`config.mk`:
```
export PLATFORM = sky130hd
export DESIGN_NAME = instruction_fetch
export DESIGN_NICKNAME = d
export VERILOG_FILES = /design/src/rtl/processor_pkg.sv /design/src/rtl/instruction_fetch_fetch_hold_buffer.sv /design/src/rtl/instruction_fetch.sv
export SDC_FILE = /design/constraint.sdc
export NUM_CORES = 1
export LEC_CHECK = 0
export ABC_AREA = 0
export BUFFER_PORTS_ARGS = -buffer_cell sky130_fd_sc_hd__buf_2
export CORE_UTILIZATION = 48
export CTS_CLUSTER_SIZE = 10
export DETAILED_ROUTE_END_ITERATION = 8
export HOLD_SLACK_MARGIN = 0.06
export PLACE_DENSITY = 0.77
export SYNTH_ARGS = -nofsm -noshare
export SYNTH_HDL_FRONTEND = slang
export SYNTH_SLANG_ARGS = --single-unit
```
`constraint.sdc`:
```
create_clock -name clock -period 2.6 [get_ports clock]
set_input_delay 0.52 -clock clock [delete_from_list [all_inputs] [get_ports clock]]
set_output_delay 0.52 -clock clock [all_outputs]
set_load 0.02 [all_outputs]
```
`src/rtl/processor_pkg.sv`:
```
// Shared definitions for the simple processor: instruction width, default
// address width and the opcode field position used by fetch and decode.
package processor_pkg;

    localparam int INST_WIDTH     = 32;
    localparam int ADDR_WIDTH_DEF = 12;

    // Opcode field position inside an instruction word (shared with the decoder)
    localparam int OPCODE_MSB     = 31;
    localparam int OPCODE_LSB     = 27;

    // Instruction word type used on the fetch -> decode boundary
    typedef logic [INST_WIDTH-1:0] inst_word_t;

endpackage : processor_pkg

```
`src/rtl/instruction_fetch_fetch_hold_buffer.sv`:
```
// One-entry hold register that absorbs the ROM read latency while the
// decoder stalls, plus the output mux that presents either the held word
// or the word arriving from the ROM this cycle.
module fetch_hold_buffer
    import processor_pkg::*;
#(
    parameter int ADDR_WIDTH = ADDR_WIDTH_DEF
) (
    input  logic                  clock,
    input  logic                  reset,
    input  logic                  i_pend,
    input  logic [INST_WIDTH-1:0] i_imem_q,
    input  logic [ADDR_WIDTH-1:0] i_pend_pc,
    input  logic                  i_inst_ready,
    input  logic                  i_flush,
    output logic                  o_hold_valid,
    output logic                  o_inst_valid,
    output logic [INST_WIDTH-1:0] o_inst,
    output logic [ADDR_WIDTH-1:0] o_inst_pc
);

    logic                  r_hold_valid;
    logic [INST_WIDTH-1:0] r_hold_inst;
    logic [ADDR_WIDTH-1:0] r_hold_pc;
    logic                  w_live;

    // Capture the arriving ROM word when the decoder stalls; drop it on accept or flush
    always_ff @(posedge clock or posedge reset) begin
        if (reset) begin
            r_hold_valid <= 1'b0;
            r_hold_inst  <= {INST_WIDTH{1'b0}};
            r_hold_pc    <= {ADDR_WIDTH{1'b0}};
        end else if (i_flush) begin
            r_hold_valid <= 1'b0;
        end else if (i_inst_ready) begin
            r_hold_valid <= 1'b0;
        end else if (i_pend) begin
            r_hold_valid <= 1'b1;
            r_hold_inst  <= i_imem_q;
            r_hold_pc    <= i_pend_pc;
        end else begin
            r_hold_valid <= r_hold_valid;
        end
    end

    assign w_live       = (r_hold_valid | i_pend) & ~i_flush;
    assign o_hold_valid = r_hold_valid;
    assign o_inst_valid = w_live;

    // Output mux: held entry wins over the ROM word; zero when nothing is live
    always_comb begin
        o_inst    = {INST_WIDTH{1'b0}};
        o_inst_pc = {ADDR_WIDTH{1'b0}};
        if (w_live) begin
            if (r_hold_valid) begin
                o_inst    = r_hold_inst;
                o_inst_pc = r_hold_pc;
            end else begin
                o_inst    = i_imem_q;
                o_inst_pc = i_pend_pc;
            end
        end else begin
            o_inst    = {INST_WIDTH{1'b0}};
            o_inst_pc = {ADDR_WIDTH{1'b0}};
        end
    end

endmodule : fetch_hold_buffer

```
`src/rtl/instruction_fetch.sv`:
```
// Fetch stage: owns the program counter, addresses the synchronous
// instruction ROM and hands instructions with their PC to the decoder
// under valid/ready. Redirects from execute squash in-flight fetches.
module instruction_fetch
    import processor_pkg::*;
#(
    parameter int                    ADDR_WIDTH = ADDR_WIDTH_DEF,
    parameter logic [ADDR_WIDTH-1:0] RESET_PC   = {ADDR_WIDTH{1'b0}}
) (
    input  logic                  clock,
    input  logic                  reset,
    output logic [ADDR_WIDTH-1:0] imem_addr,
    input  logic [INST_WIDTH-1:0] imem_q,
    input  logic                  redirect_valid,
    input  logic [ADDR_WIDTH-1:0] redirect_target,
    output logic                  inst_valid,
    input  logic                  inst_ready,
    output logic [INST_WIDTH-1:0] inst,
    output logic [ADDR_WIDTH-1:0] inst_pc,
    output logic [ADDR_WIDTH-1:0] inst_pc_plus_1
);

    localparam logic [ADDR_WIDTH-1:0] PC_ONE = {{(ADDR_WIDTH-1){1'b0}}, 1'b1};

    logic [ADDR_WIDTH-1:0] r_fetch_pc;
    logic                  r_pend;
    logic [ADDR_WIDTH-1:0] r_pend_pc;
    logic                  w_hold_valid;
    logic                  w_issue;

    // A new ROM read is started unless a stalled word would be overwritten
    assign w_issue   = redirect_valid | inst_ready | (~w_hold_valid & ~r_pend);
    assign imem_addr = redirect_valid ? redirect_target : r_fetch_pc;

    // Program counter and in-flight read tracking; redirect overrides issue
    always_ff @(posedge clock or posedge reset) begin
        if (reset) begin
            r_fetch_pc <= RESET_PC;
            r_pend     <= 1'b0;
            r_pend_pc  <= {ADDR_WIDTH{1'b0}};
        end else if (redirect_valid) begin
            r_pend     <= 1'b1;
            r_pend_pc  <= redirect_target;
            r_fetch_pc <= redirect_target + PC_ONE;
        end else if (w_issue) begin
            r_pend     <= 1'b1;
            r_pend_pc  <= r_fetch_pc;
            r_fetch_pc <= r_fetch_pc + PC_ONE;
        end else begin
            r_pend     <= 1'b0;
        end
    end

    fetch_hold_buffer #(
        .ADDR_WIDTH (ADDR_WIDTH)
    ) u_hold (
        .clock        (clock),
        .reset        (reset),
        .i_pend       (r_pend),
        .i_imem_q     (imem_q),
        .i_pend_pc    (r_pend_pc),
        .i_inst_ready (inst_ready),
        .i_flush      (redirect_valid),
        .o_hold_valid (w_hold_valid),
        .o_inst_valid (inst_valid),
        .o_inst       (inst),
        .o_inst_pc    (inst_pc)
    );

    // Link value wraps naturally at the address width
    assign inst_pc_plus_1 = inst_pc + PC_ONE;

endmodule : instruction_fetch

```
==> flow_metrics.py <==
metrics = {
    "cells_and_area": {
        "nets": 559,
        "fin_util_pct": 65.6,
        "mostFrequentLayoutCell": "buf_2",
        "final_layout_size_suffix_gt1_share_pct": 50.0,
        "area_growth_pct": 30.7,
        "antennaDiodeCount": 0,
        "final_cell_mix": "buf_2, dfrtp_1, nor2_1",
    },
    "route": {
        "dr.pass1.iters": 4,
        "drt-met1-wl_um": 4480,
        "top_layer": "met4",
        "met3_length_um": 547,
        "wl_per_cell_um": 15.8,
        "drt_iter0_markers": 95,
        "wl_um": 9800,
        "ant_nets": 0,
        "vias_per_cell": 5.32,
        "drc": 0,
        "vias": 3292,
        "met2_length_um": 4530,
    },
    "grt": {
        "grt_max_degree": 45,
        "grt_first_pass_wirelength_um": 15100,
        "antenna_found_initial": 0,
        "grt_pass1_vias": 3138,
        "overflow": 0,
        "track_usage_pct": 21.6,
    },
    "yosys": {
        "yosysTopAreaCell": "dfrtp_1",
        "synth_top_area_share_pct": 42.1,
        "syn_area_per_cell_um2": 11.1,
        "synth-seq-cells": 70,
        "ys_warn_count": 0,
        "netlist_area_um2": 4160,
        "synth.area.top_cells": "dfrtp_1, mux2_2, mux2i_1",
        "ys_seq_area_share_pct": 42.1,
        "syn_nets": 426,
        "syn_inst": 376,
        "ys_types": 54,
    },
    "critical_path": {
        "slowest_stage": "dfrtp_2",
        "r2r-start": "r_fetch_pc[1]$_DFFE_PP0P_",
        "crit_type": "flop to output pin",
        "path_depth": 6,
        "path_delay_family": "simple AND/OR/NAND/NOR gates",
        "reg2reg_depth": 6,
        "cp.arrival_ns": 2.17,
        "cp-start-kind": "flop",
        "worst-endpoint-required_ns": 2.08,
        "crit_chain": "bufbuf_16 > and4bb_2 > o2111ai_4 > nand4b_1 > xnor2_2 > buf_4",
        "cp_max_fo": 5,
        "r2r_slack_ns": 0.93,
        "critical_path_buf_inv_count": 2,
        "r2r_end": "r_fetch_pc[8]$_DFFE_PP0P_",
        "endpoint_kind": "output pin",
        "startpoint": "u_hold.o_hold_valid$_DFFE_PP0P_",
        "crit_path_max_incr_delay_ns": 0.47,
    },
    "placement": {
        "gp_congestion": 0.814,
        "io_buffers": 116,
        "hpwl_um": 6710,
    },
    "pwr": {
        "irDropWorstVdd_mv": 0.319,
        "powerDensity_nw_per_um2": 671,
        "p_leak_nw": 2.59,
    },
    "clock_tree": {
        "clkTransAtPathRegs_ns": 0.08,
        "clock-root-buffer": "clkbuf_8",
        "clock_sinks": 70,
        "tritoncts": "yes",
        "htreeDepth": 3,
        "cts_buffers": 9,
        "clkLatencyLatePin_ns": 0.35,
        "cts-hold-fix-buffers": 0,
        "clk_path_buf_depth": 2,
    },
    "sta": {
        "setup_ws_ns": -0.0905,
        "period_needed_ns": 2.69,
        "slew_violations": 0,
        "relSlewSlack_pct": 59.1,
        "setup_violations": 7,
        "rsz0062_at_grt": "yes",
        "final-hold-violation-count": 0,
        "period_share_pct": 103,
        "fin_skew_ns": 0.0103,
        "clock.fmax_mhz": 372,
        "whs_ns": 0.238,
        "tightest_slew_ns": 0.612,
    },
    "floorplan": {
        "rows": 33,
        "die_w_um": 95.1,
        "initial_utilization_pct": 50.2,
        "die-area_um2": 9050,
        "die_h_um": 95.1,
        "ios": 117,
        "core_region_area_um2": 8300,
    },
    "status": {
        "status": "finished, violations left",
        "failed_checks": "negative setup slack",
    },
    "hold_path": {
        "hold_path.class": "primary input to async pin",
    },
    "job": {
        "drv_cap": 0,
    },
}
[power by group]
part	internal (mW)	switching (mW)	total [mW]	leakage [nW]
Clock	0.618	0.410	1.03	0.120
Combinational	0.527	0.606	1.13	1.65
Sequential	1.31	0.179	1.49	0.819
Total	2.45	1.19	3.65	2.59
[what timing repair did]
action                     4_1_cts  5_1_grt
cloned                           3        0
setup buffers                    8        4
pin swaps                        9        7
gates resized for setup         14       18
setup endpoints to repair        5       10
[stage by stage]
| stage | total power [mW] | TNS [ns] | std cells | setup slack, ns | cell area, µm² |
|---|---|---|---|---|---|
| floorplan | 2.23 | -0.454 | 376 | -0.204 | 4240 |
| global placement | 2.50 | 0 | 588 | 0.104 | 4880 |
| detailed placement | 2.54 | 0 | 588 | 0.0729 | 4880 |
| CTS | 3.63 | -0.234 | 615 | -0.0701 | 5330 |
| global route | 3.83 | -1.04 | 619 | -0.189 | 5440 |
| finish | 3.65 | -0.253 | 619 | -0.0905 | 5440 |
[synthesized netlist by cell type (all sizes together)]
library cell	instances
o311ai	1
o2111ai	1
xnor2	11
nand2b	1
or2	3
nand4bb	2
a221oi	3
a211oi	2
and2	2
and4bb	1
and3b	1
nor3	1
buf	22
nand2	20
and4	4
o22ai	1
clkbuf	1
o31ai	4
ha	2
and3	1
a31oi	2
nand3b	6
inv	11
xor2	1
nor2	67
mux2i	42
dfrtp	70
a21o	1
a21oi	12
nand4	3
nand4b	5
o21ai	2
mux2	60
nand3	9
a22oi	1
[cell type report]
| type | count | area, µm² |
|---|---|---|
| clock buffers | 13 | 169 |
| clock inverters | 3 | 65.1 |
| fillers | 629 | 2860 |
| inverters | 11 | 46.3 |
| multi-input cells | 272 | 2320 |
| flip-flops and latches | 70 | 1750 |
| well taps | 105 | 131 |
| repair buffers | 145 | 951 |
[worst register-to-register path: stages, from the launching register on]
cell	delay, ns
dfrtp_1	0.42
mux2_2	0.23
ha_1	0.17
inv_1	0.09
a211oi_4	0.33
a21oi_1	0.12
o31ai_1	0.23
[flip-flops by register name, summed over array words and instances (netlist names)]
name and flops:
r_pend 1, u_hold.o_hold_valid 1, r_pend_pc 12, u_hold.r_hold_pc 12, r_fetch_pc 12, u_hold.r_hold_inst 32
[metal layers]
metal	track usage, %	vias to the layer above
li1	-	1584
met2	34.7	106
met4	9.60	0
met3	4.23	20
met1	28.3	1582
met5	0	-
[cell families (layout without fill, tap and decap cells)]
group	count (synthesis)	in the layout	synth area share, %
AOI/OAI and AO/OA	30	30	5.71
xor gates and xnor gates	12	12	2.52
adders and majority gates	2	2	0.601
buffers and inverters	34	172	5.68
DFF	70	70	42.1
muxes	102	102	26.8
and+or+nand+nor	126	126	16.6
[worst max-delay path by stage]
stage | slack (ns) | to
finish | -0.09 | inst_pc_plus_1[10]
floorplan | -0.20 | inst_pc_plus_1[8]
global route | -0.19 | inst_pc_plus_1[10]
global placement | 0.10 | inst_pc_plus_1[8]
CTS | -0.07 | inst_pc_plus_1[10]
detailed placement | 0.07 | inst_pc_plus_1[8]
No activity file was read; power rests on OpenSTA's default activity.
